**config.mk**
```make
export PLATFORM = sky130hd
export DESIGN_NAME = hazard_control_unit
export DESIGN_NICKNAME = d
export VERILOG_FILES = /design/src/rtl/hazard_control_unit_pkg.sv /design/src/rtl/hazard_control_unit.sv
export SDC_FILE = /design/constraint.sdc
export NUM_CORES = 1
export LEC_CHECK = 0
export CORE_UTILIZATION = 27
export DETAILED_ROUTE_END_ITERATION = 8
export GPL_ROUTABILITY_DRIVEN = 0
export GPL_TIMING_DRIVEN = 0
export PLACE_DENSITY_LB_ADDON = 0.05
export SYNTH_ARGS = -nofsm -noshare
export SYNTH_HDL_FRONTEND = slang
export SYNTH_SLANG_ARGS = --single-unit
```
**constraint.sdc**
```tcl
create_clock -name Clk -period 7.4 [get_ports Clk]
set_input_delay 2.22 -clock Clk [delete_from_list [all_inputs] [get_ports Clk]]
set_output_delay 2.22 -clock Clk [all_outputs]
set_load 0.005 [all_outputs]
```
**src/rtl/hazard_control_unit_pkg.sv**
```systemverilog
// Shared pipeline definitions: hazard FSM encoding, instruction field positions
// and the default multi-cycle EX latency.
package hazard_control_unit_pkg;

    typedef enum logic {
        RUN       = 1'b0,
        MULT_WAIT = 1'b1
    } hcu_state_e;

    localparam int RS_MSB = 25;
    localparam int RS_LSB = 21;
    localparam int RT_MSB = 20;
    localparam int RT_LSB = 16;

    localparam int unsigned DEFAULT_MULT_CYCLES = 4;

    // Wide enough for a wait-counter load of up to 16-2.
    localparam int CNT_W       = 4;
    localparam int STALL_CNT_W = 16;

endpackage

```
**src/rtl/hazard_control_unit.sv**
```systemverilog
// Pipeline hazard control: load-use stall, branch flush, and a multi-cycle EX
// wait FSM with a flush that is deferred until the wait ends.
module hazard_control_unit
    import hazard_control_unit_pkg::*;
#(
    parameter int unsigned MULT_CYCLES = DEFAULT_MULT_CYCLES
) (
    input  logic                   Clk,
    input  logic                   Rst,
    input  logic [31:0]            ID_instruction,
    input  logic                   EX_MemRead,
    input  logic [4:0]             EX_rt,
    input  logic                   branch_taken,
    input  logic                   mult_start,
    output logic                   PC_write,
    output logic                   IF_ID_stall,
    output logic                   IF_ID_flush,
    output logic                   ID_EX_bubble,
    output logic                   ID_EX_stall,
    output logic                   busy,
    output logic [STALL_CNT_W-1:0] stall_cycles
);

    localparam logic [CNT_W-1:0]       CNT_LOAD  = CNT_W'(MULT_CYCLES - 2);
    localparam logic [STALL_CNT_W-1:0] STALL_MAX = '1;

    hcu_state_e             r_state;
    hcu_state_e             w_next_state;
    logic [CNT_W-1:0]       r_cnt;
    logic [CNT_W-1:0]       w_next_cnt;
    logic                   r_pending_flush;
    logic                   w_next_pending_flush;
    logic [STALL_CNT_W-1:0] r_stall_cycles;

    logic [4:0] w_rs;
    logic [4:0] w_rt;
    logic       w_load_use;
    logic       w_flush;
    logic       w_unused_bits;

    assign w_rs          = ID_instruction[RS_MSB:RS_LSB];
    assign w_rt          = ID_instruction[RT_MSB:RT_LSB];
    assign w_unused_bits = ^{ID_instruction[31:26], ID_instruction[15:0]};

    // $zero is never a real producer, so a load into it cannot create a hazard.
    assign w_load_use = EX_MemRead && (EX_rt != 5'd0) && ((EX_rt == w_rs) || (EX_rt == w_rt));
    assign w_flush    = branch_taken || r_pending_flush;

    always_comb begin
        // NOTE: every output and next-state value gets a default up front so no
        // path through the case can leave one unassigned and infer a latch.
        PC_write             = 1'b1;
        IF_ID_stall          = 1'b0;
        IF_ID_flush          = 1'b0;
        ID_EX_bubble         = 1'b0;
        ID_EX_stall          = 1'b0;
        busy                 = 1'b0;
        w_next_state         = r_state;
        w_next_cnt           = r_cnt;
        w_next_pending_flush = r_pending_flush;

        if (!Rst) begin
            unique case (r_state)
                RUN: begin
                    if (w_flush) begin
                        IF_ID_flush = 1'b1;
                    end else if (w_load_use) begin
                        PC_write     = 1'b0;
                        IF_ID_stall  = 1'b1;
                        ID_EX_bubble = 1'b1;
                    end
                    w_next_pending_flush = 1'b0;
                    if (mult_start) begin
                        w_next_state = MULT_WAIT;
                        w_next_cnt   = CNT_LOAD;
                    end
                end
                MULT_WAIT: begin
                    PC_write    = 1'b0;
                    IF_ID_stall = 1'b1;
                    ID_EX_stall = 1'b1;
                    busy        = 1'b1;
                    // A branch resolved while frozen is remembered and applied on exit.
                    if (branch_taken) begin
                        w_next_pending_flush = 1'b1;
                    end
                    if (r_cnt == '0) begin
                        w_next_state = RUN;
                    end else begin
                        w_next_cnt = r_cnt - CNT_W'(1);
                    end
                end
                default: w_next_state = RUN;
            endcase
        end
    end

    // NOTE: state is updated with non-blocking assignments so every register
    // samples the values from before this edge, independent of statement order.
    always_ff @(posedge Clk) begin
        if (Rst) begin
            r_state         <= RUN;
            r_cnt           <= '0;
            r_pending_flush <= 1'b0;
            r_stall_cycles  <= '0;
        end else begin
            r_state         <= w_next_state;
            r_cnt           <= w_next_cnt;
            r_pending_flush <= w_next_pending_flush;
            if (IF_ID_stall && (r_stall_cycles != STALL_MAX)) begin
                r_stall_cycles <= r_stall_cycles + STALL_CNT_W'(1);
            end
        end
    end

    assign stall_cycles = Rst ? '0 : r_stall_cycles;

endmodule

```
==> results_dict.tcl <==
set metrics [dict create \
    status "finished clean" \
    fin_setup_tns_ps 0 \
    pwr-share-comb 0.198 \
    clock.fmax_ghz 0.154 \
    switching_power_mw 0.0696 \
    clk_pin_slew_worst_paths_ps 80 \
    dpl.hpwl_um 2970 \
    powerDensity_mw_per_mm2 134 \
    die_x_um 74.9 \
    ant_nets 0 \
    wl_per_cell_um 13.8 \
    setup.worst_path.start_class "input port" \
    cts_post_setup_buffers_inserted 0 \
    synth_area_leaders "dfxtp_1 31%, nor2b_1 6.5%, xnor2_1 6.1%" \
    ctsResizeCount 0 \
    clockRootBuffer "clkbuf_8" \
    diodes 0 \
    placementRows 26 \
    fillCellCount 534 \
    antenna_found_initial 0 \
    synthTopCellsByCount "22 x dfxtp_1, 15 x nor2_1, 15 x nor2b_1" \
    slew_viol_final 0 \
    hold_viol_final 0 \
    netlist_instances 175 \
    synth_nets 219 \
    clk-insertion-delay-late_ps 270 \
    multi_input_area_um2 895 \
    yosysWarnings 0 \
    drc 0 \
    start_util 0.281 \
    hold_class "reg -> reg" \
    nets 264 \
    clockBufferDepth 2 \
    cts_tree "done" \
    vias_per_cell 4.99 \
    clock_sinks 22 \
    min_period_ps 6480 \
    coreArea_mm2 0.00511 \
    synth_cell_types 46 \
    syn-cell-area_mm2 0.00143 \
    cp-end-kind "output pin" \
    setup_viol 0 \
    area_growth_pct 37.9 \
    numCtsBuffers 3 \
    vdd_drop_max_mv 0.0565 \
    grt_use_total 0.150 \
    intPower_mw 0.196 \
    yosysMostFrequentCell "dfxtp_1" \
    drv_cap 0 \
    regArea_um2 440 \
    grt_pass1_vias 1331 \
    path_class "in -> out" \
    htreeDepth 1 \
    finalWirelength_um 3980 \
    placed_area_mm2 0.00192 \
    synth_largest_area_cell "dfxtp_1" \
    finalClockSkew_ps 7.75 \
    relSlewSlack 0.636 \
    worstPathArrival_ps 4260 \
    design_area_mm2 0.00198 \
    fp.dieH_um 74.9 \
    drive_gt1_frac 0.100 \
    grt_first_pass_wirelength_um 6240 \
    ios 64 \
    yosysSeqAreaShare 0.307 \
    synth-seq-cells 22 \
    yosysTopAreaCellShare 0.307 \
    rsz0062_at_grt "false" \
    drtIter0Drc 68 \
    port_buffers 40 \
    synthArstFlopShare 0 \
    worst_slew_pin_slew_ps 546 \
    ctsHoldBuffers 0 \
    vias 1441 \
    synth_edf_count 0 \
    grt_max_degree 13 \
    critPathMaxFanout 3 \
    pwr-share-seq 0.466 \
    synth_area_per_cell_um2 8.19 \
    grt.overflow.total 0 \
    required_ps 5180 \
    die_area_mm2 0.00561 \
    firstDrtPassIters 4 \
    clkPwrFrac 0.336 \
    synth_flop_cell "dfxtp_1" \
    fin_crit_sh 0.876 \
    swShare 0.262 \
    leakage_nw 0.623 \
]
[cell families after synthesis]
kind of cell,Yosys count,share of synthesized area
buffers and inverters,18,0.0689
XOR/XNOR,10,0.0611
flip-flops,22,0.307
AND/OR/NAND/NOR,83,0.322
adder cells (fa/ha/maj),2,0.0174
multiplexers,5,0.0454
AO/OA/AOI/OAI,35,0.178
[layout make-up]
type                    instances  share of cell area
flip-flops and latches         22               0.223
repair buffers                 40               0.203
well taps                      70              0.0443
inverters                       8              0.0152
multi-input cells             135               0.453
plain buffers                  10              0.0348
clock buffers                   4              0.0278
[final timing paths]
path,from,end,slack [ps],depth (start not counted)
worst max-delay path,EX_rt[1],PC_write,920,5
worst min-delay path,r_pending_flush,r_pending_flush,500,2
worst min register to register,r_pending_flush,r_pending_flush,500,2
worst max register to register,r_stall_cycles[0],r_stall_cycles[2],5270,7
[per-layer routing]
metal / GRT usage / part of all wire / routed length [um] / vias to the layer above
met2: 0.249 / 0.46 / 1820 / 45
met4: 0.0566 / 0.013 / 50 / 0
met3: 0.0268 / 0.058 / 230 / 4
met5: 0 / 0 / 0 / -
met1: 0.193 / 0.47 / 1880 / 679
li1: - / - / - / 713
[stage by stage]
stage | hold WS [ps] | power [mW] | std cells | setup WS (ps) | util
after global placement | 454 | 0.178 | 285 | 914 | 0.376
after CTS | 511 | 0.271 | 289 | 913 | 0.387
after global routing | 539 | 0.281 | 289 | 851 | 0.387
after floorplan | 436 | 0.156 | 175 | 1890 | -
after detailed placement | 487 | 0.179 | 285 | 917 | 0.376
final | 500 | 0.266 | 289 | 919 | 0.387
[worst max-delay path, cell delays in order]
cell and delay (ps):
clkdlybuf4s50_1 460, or4_1 560, o2111a_2 300, a21oi_1 190, clkdlybuf4s50_1 530
[sequential cells by signal (all words and copies together), names as in the netlist]
| register | cells |
|---|---|
| r_state | 1 |
| r_cnt | 4 |
| r_stall_cycles | 16 |
| r_pending_flush | 1 |
[power by group through the flow]
stage | sequential, mW | combinational, mW | clock [mW]
finish | 0.124 | 0.0525 | 0.0893
global route | 0.124 | 0.0576 | 0.0995
CTS | 0.124 | 0.0532 | 0.0938
global placement | 0.126 | 0.0514 | 0
floorplan | 0.126 | 0.0300 | 0
detailed placement | 0.127 | 0.0529 | 0
[cells in the final DEF, fill, tap and decap left out, drive strengths merged, types with 7 or more instances in the layout]
cell / count
nand3: 9
nor3: 7
nor2b: 15
a21oi: 13
xnor2: 10
nor2: 16
nand2: 13
clkdlybuf4s50: 40
or4: 8
clkbuf: 8
o31ai: 7
dfxtp: 22
inv: 8
Power figures use the tool's default switching activity.
==> variant 1 (config.mk and constraints unchanged) <==
`STALL_CNT_W`: 16 -> 14.
--- a/src/rtl/hazard_control_unit_pkg.sv
+++ b/src/rtl/hazard_control_unit_pkg.sv
@@ -18,3 +18,3 @@
     localparam int CNT_W       = 4;
-    localparam int STALL_CNT_W = 16;
+    localparam int STALL_CNT_W = 14;
 
Interface: changed (resized stall_cycles); port bits go from 64 to 62. The function was not compared with the original's and may differ.
==> variant 1 against the unedited design <==
The flow now finishes with violations (design-rule violations); worst setup slack worse by 0.072 ns; area after synthesis shrank 11%; clock power rose by 27%; power grew 2.1%; sequential cell count decreased by 2; combinational power shrank 13%; wire length shrank 17%; design area decreased by 8.5%; largest cell class unchanged.
==> variant 1: results (changes against the unedited design) <==
Outcome
  – Outcome: finished, violations left (was finished, final reports clean)
  – Violated checks: design-rule violations

Power
  – Peak supply drop: 93.9 µV (was 56.5 µV)
  – Lkg Pwr: 0.686 nW (was 0.623 nW)

Routing
  – # DRC: 4 (was 0)

Final layout
  – Sequential cell area share: 0.221 (was 0.223)
  – Signal buf overhead: 0.234 (was 0.237)
  – Count of multi-input gates: 123 (was 135)
  – Largest registers: r_stall_cycles: 14 flops, r_cnt: 4 flops (was r_stall_cycles: 16 flops, r_cnt: 4 flops)
  – Final clock-cell share: 0.0394 (was 0.0278)
  – Non-Clock Buffer Count: 45 (was 50)
  – Fillers: 480 (was 534)
  – Multi-input logic area: 811 µm² (was 895 µm²)
  – Share of cells above drive strength 1: 0.0644 (was 0.100)

Worst hold path
  – HP Start: r_cnt[0]$_SDFFE_PP0P_ (was r_pending_flush$_SDFFE_PP0P_)
  – Hold EP: r_cnt[0]$_SDFFE_PP0P_ (was r_pending_flush$_SDFFE_PP0P_)

Critical path
  – WP data arrival: 4.33 ns (was 4.26 ns)
  – R2r setup slk: 5.28 ns (was 5.27 ns)

Logic synthesis
  – Compound-cell area share of the yosys netlist: 0.133 (was 0.178)
  – Synth Register Bits: 20 (was 22)
  – Synth Area in Adders: 0.0195 (was 0.0175)
  – Yosys cell types: 37 (was 46)
  – Mux cell area share after synthesis: 0.0780 (was 0.0454)
  – Post-Syn Nets: 203 (was 219)

GRT
  – First-pass GRT wire length: 5470 µm (was 6240 µm)
  – Met2 usage: 0.233 (was 0.249)
  – Vias in the first global route: 1207 (was 1331)
  – Met3 Use GR: 0.0256 (was 0.0268)

STA
  – Min Hold Slack: 0.480 ns (was 0.500 ns)
  – Fin Clk Skew: 0.00408 ns (was 0.00775 ns)
  – Worst-Margin Slew: 0.489 ns (was 0.546 ns)

Placed design
  – Hpwl dp: 2480 µm (was 2970 µm)
variant 1: cell types whose count changed after synthesis, sizes merged, moves of 4 or more:
cell,before,now
mux2,3,8
o31ai,7,2
a21oi,13,9
buf,6,2
nand4,3,7
nor2b,15,11
nor3,7,3
or4,8,4
variant 1: cells by family after synthesis:
kind of cell             count (synthesis)
AND/OR/NAND/NOR                         78
multiplexers                             9
buffers and inverters                   16
XOR/XNOR                                10
adder cells (fa/ha/maj)                  2
AO/OA/AOI/OAI                           24
flip-flops                              20
variant 1: through the flow:
stage / area (µm²) / total power (W) / cells / setup slack, ns / util
4_1_cts: 1810 / 0.000274 / 254 / 0.830 / 0.404
3_5_place_dp: 1740 / 0.000161 / 250 / 0.839 / 0.388
3_3_place_gp: 1740 / 0.000160 / 250 / 0.838 / 0.388
6_report: 1810 / 0.000271 / 254 / 0.847 / 0.404
5_1_grt: 1810 / 0.000282 / 254 / 0.748 / 0.404
2_1_floorplan: 1280 / 0.000140 / 159 / 1.87 / -
variant 1: layer usage:
metal | vias up | routed length [µm] | share of wire
li1 | 643 | - | -
met1 | 577 | 1580 | 0.48
met2 | 31 | 1510 | 0.46
met3 | 4 | 160 | 0.049
met4 | 0 | 44 | 0.013
met5 | - | 0 | 0
variant 1: power breakdown:
part           internal (W)  switching, W  leakage [nW]
logic             0.0000248     0.0000211         0.488
registers          0.000110    0.00000203         0.162
clock network     0.0000723     0.0000407        0.0357
variant 1: critical path, delay by kind of cell:
kind,cells,cell delay [ns]
AO/OA/AOI/OAI,1,0.23
buffers and inverters,2,0.96
AND/OR/NAND/NOR,3,0.92
==> variant 2 (same flow settings) <==
Without the edit above. Make the reset (`Rst`) asynchronous in one clocked block.
--- a/src/rtl/hazard_control_unit.sv
+++ b/src/rtl/hazard_control_unit.sv
@@ -99,3 +99,3 @@
     // samples the values from before this edge, independent of statement order.
-    always_ff @(posedge Clk) begin
+    always_ff @(posedge Clk or posedge Rst) begin
         if (Rst) begin
Function: same outputs for any inputs over 10 cycles, from zero or initial values and one cycle with Rst high; that may be too few to reach the edited logic, so the function may still have changed.
==> variant 2 against the unedited design <==
Critical endpoint is now IF_ID_stall; largest cell class unchanged; register-to-register slack better by 0.05 ns; highest routed layer unchanged; design area is 0.32% higher; area after synthesis is 0.52% lower; sequential cell count stayed put; wire length is 16% lower; worst setup slack worse by 0.29 ns.
Power is not compared: it rests on default switching activity, and its combinational part moved more than twofold at a synthesized area within 25%.
==> variant 2: results (changes against the unedited design) <==
GRT
  – Vias in the first global route: 1159 (was 1331)
  – Met1 usage: 0.172 (was 0.193)
  – First-pass GRT wire length: 5350 µm (was 6240 µm)
  – Met2 usage: 0.200 (was 0.249)
  – Largest net degree at the start of global routing: 30 (was 13)

STA
  – Fin Clk Skew: 0.00355 ns (was 0.00775 ns)
  – Final worst-path cycle share: 0.916 (was 0.876)
  – Max-slew headroom: 0.609 (was 0.636)
  – Min Hold Slack: 0.494 ns (was 0.500 ns)

Routing
  – WL/cell: 12.3 µm (was 13.8 µm)
  – DRT met1 WL: 1640 µm (was 1880 µm)
  – Met2 WL post-DR: 1470 µm (was 1820 µm)
  – Met3 routed WL: 199 µm (was 230 µm)
  – Vias per cell: 4.78 (was 4.99)
  – DR iter-0 viols: 45 (was 68)

Final layout
  – Fin cells: 271 (was 289)
  – Fillers: 533 (was 534)
  – Finished Cell Area: 0.00198 mm² (about the same)
  – Share of cells above drive strength 1: 0.0846 (was 0.100)

Logic synthesis
  – Post-Synthesis Cells: 156 (was 175)
  – Post-synth ARST share: 1.00 (was 0)
  – Yosys cell types: 41 (was 46)
  – Synth top cells by count: dfrtp_1 (22), xnor2_1 (17), nor2b_1 (15), nor2_1 (11) (was dfxtp_1 (22), nor2_1 (15), nor2b_1 (15), nand2_1 (13), a21oi_1 (11))

Critical path
  – CP Capture Point: IF_ID_stall (was PC_write)
  – Crit Path Max Fanout: 29 (was 3)
  – Origin of the critical flop-to-flop path: r_stall_cycles[0]$_DFFE_PP0P_ (was r_stall_cycles[0]$_SDFFE_PP0P_)
  – Setup crit start: Rst (was EX_rt[1])
  – FF-to-FF End: r_stall_cycles[3]$_DFFE_PP0P_ (was r_stall_cycles[2]$_SDFFE_PP0P_)
  – WP data arrival: 4.56 ns (was 4.26 ns)

Placed design
  – Number of instances in the placed design: 267 (was 285)
  – DP Area: 0.00192 mm² (about the same)
  – DP Worst Slack: 0.234 ns (was 0.917 ns)

Outcome
  – Outcome: finished, final reports clean (unchanged)
## variant 2: area by class of cell
cell class | instances | share of cell area
inverter | 7 | 0.0151
sequential | 22 | 0.278
tap | 70 | 0.0442
clock buffer | 4 | 0.0278
buffer | 7 | 0.0208
timing repair buffer | 41 | 0.207
multi-input combinational | 120 | 0.408
## variant 2: critical path, cell delays in order
cell	delay [ns]
clkdlybuf4s50_1	0.54
clkinvlp_4	0.52
and3_1	0.38
o21ai_2	0.08
nor2_2	0.07
nor2_4	0.09
inv_2	0.04
buf_4	0.16
clkdlybuf4s50_1	0.44
## variant 2: kinds of logic (layout without fill, tap and decap cells)
family | Yosys count | in the layout | share of synthesized area
buffers and inverters | 14 | 59 | 0.0474
DFF | 22 | 22 | 0.386
muxes | 3 | 3 | 0.0263
adders and majority gates | 2 | 2 | 0.0175
xor gates and xnor gates | 19 | 19 | 0.117
and+or+nand+nor | 69 | 69 | 0.275
AOI/OAI and AO/OA | 27 | 27 | 0.132
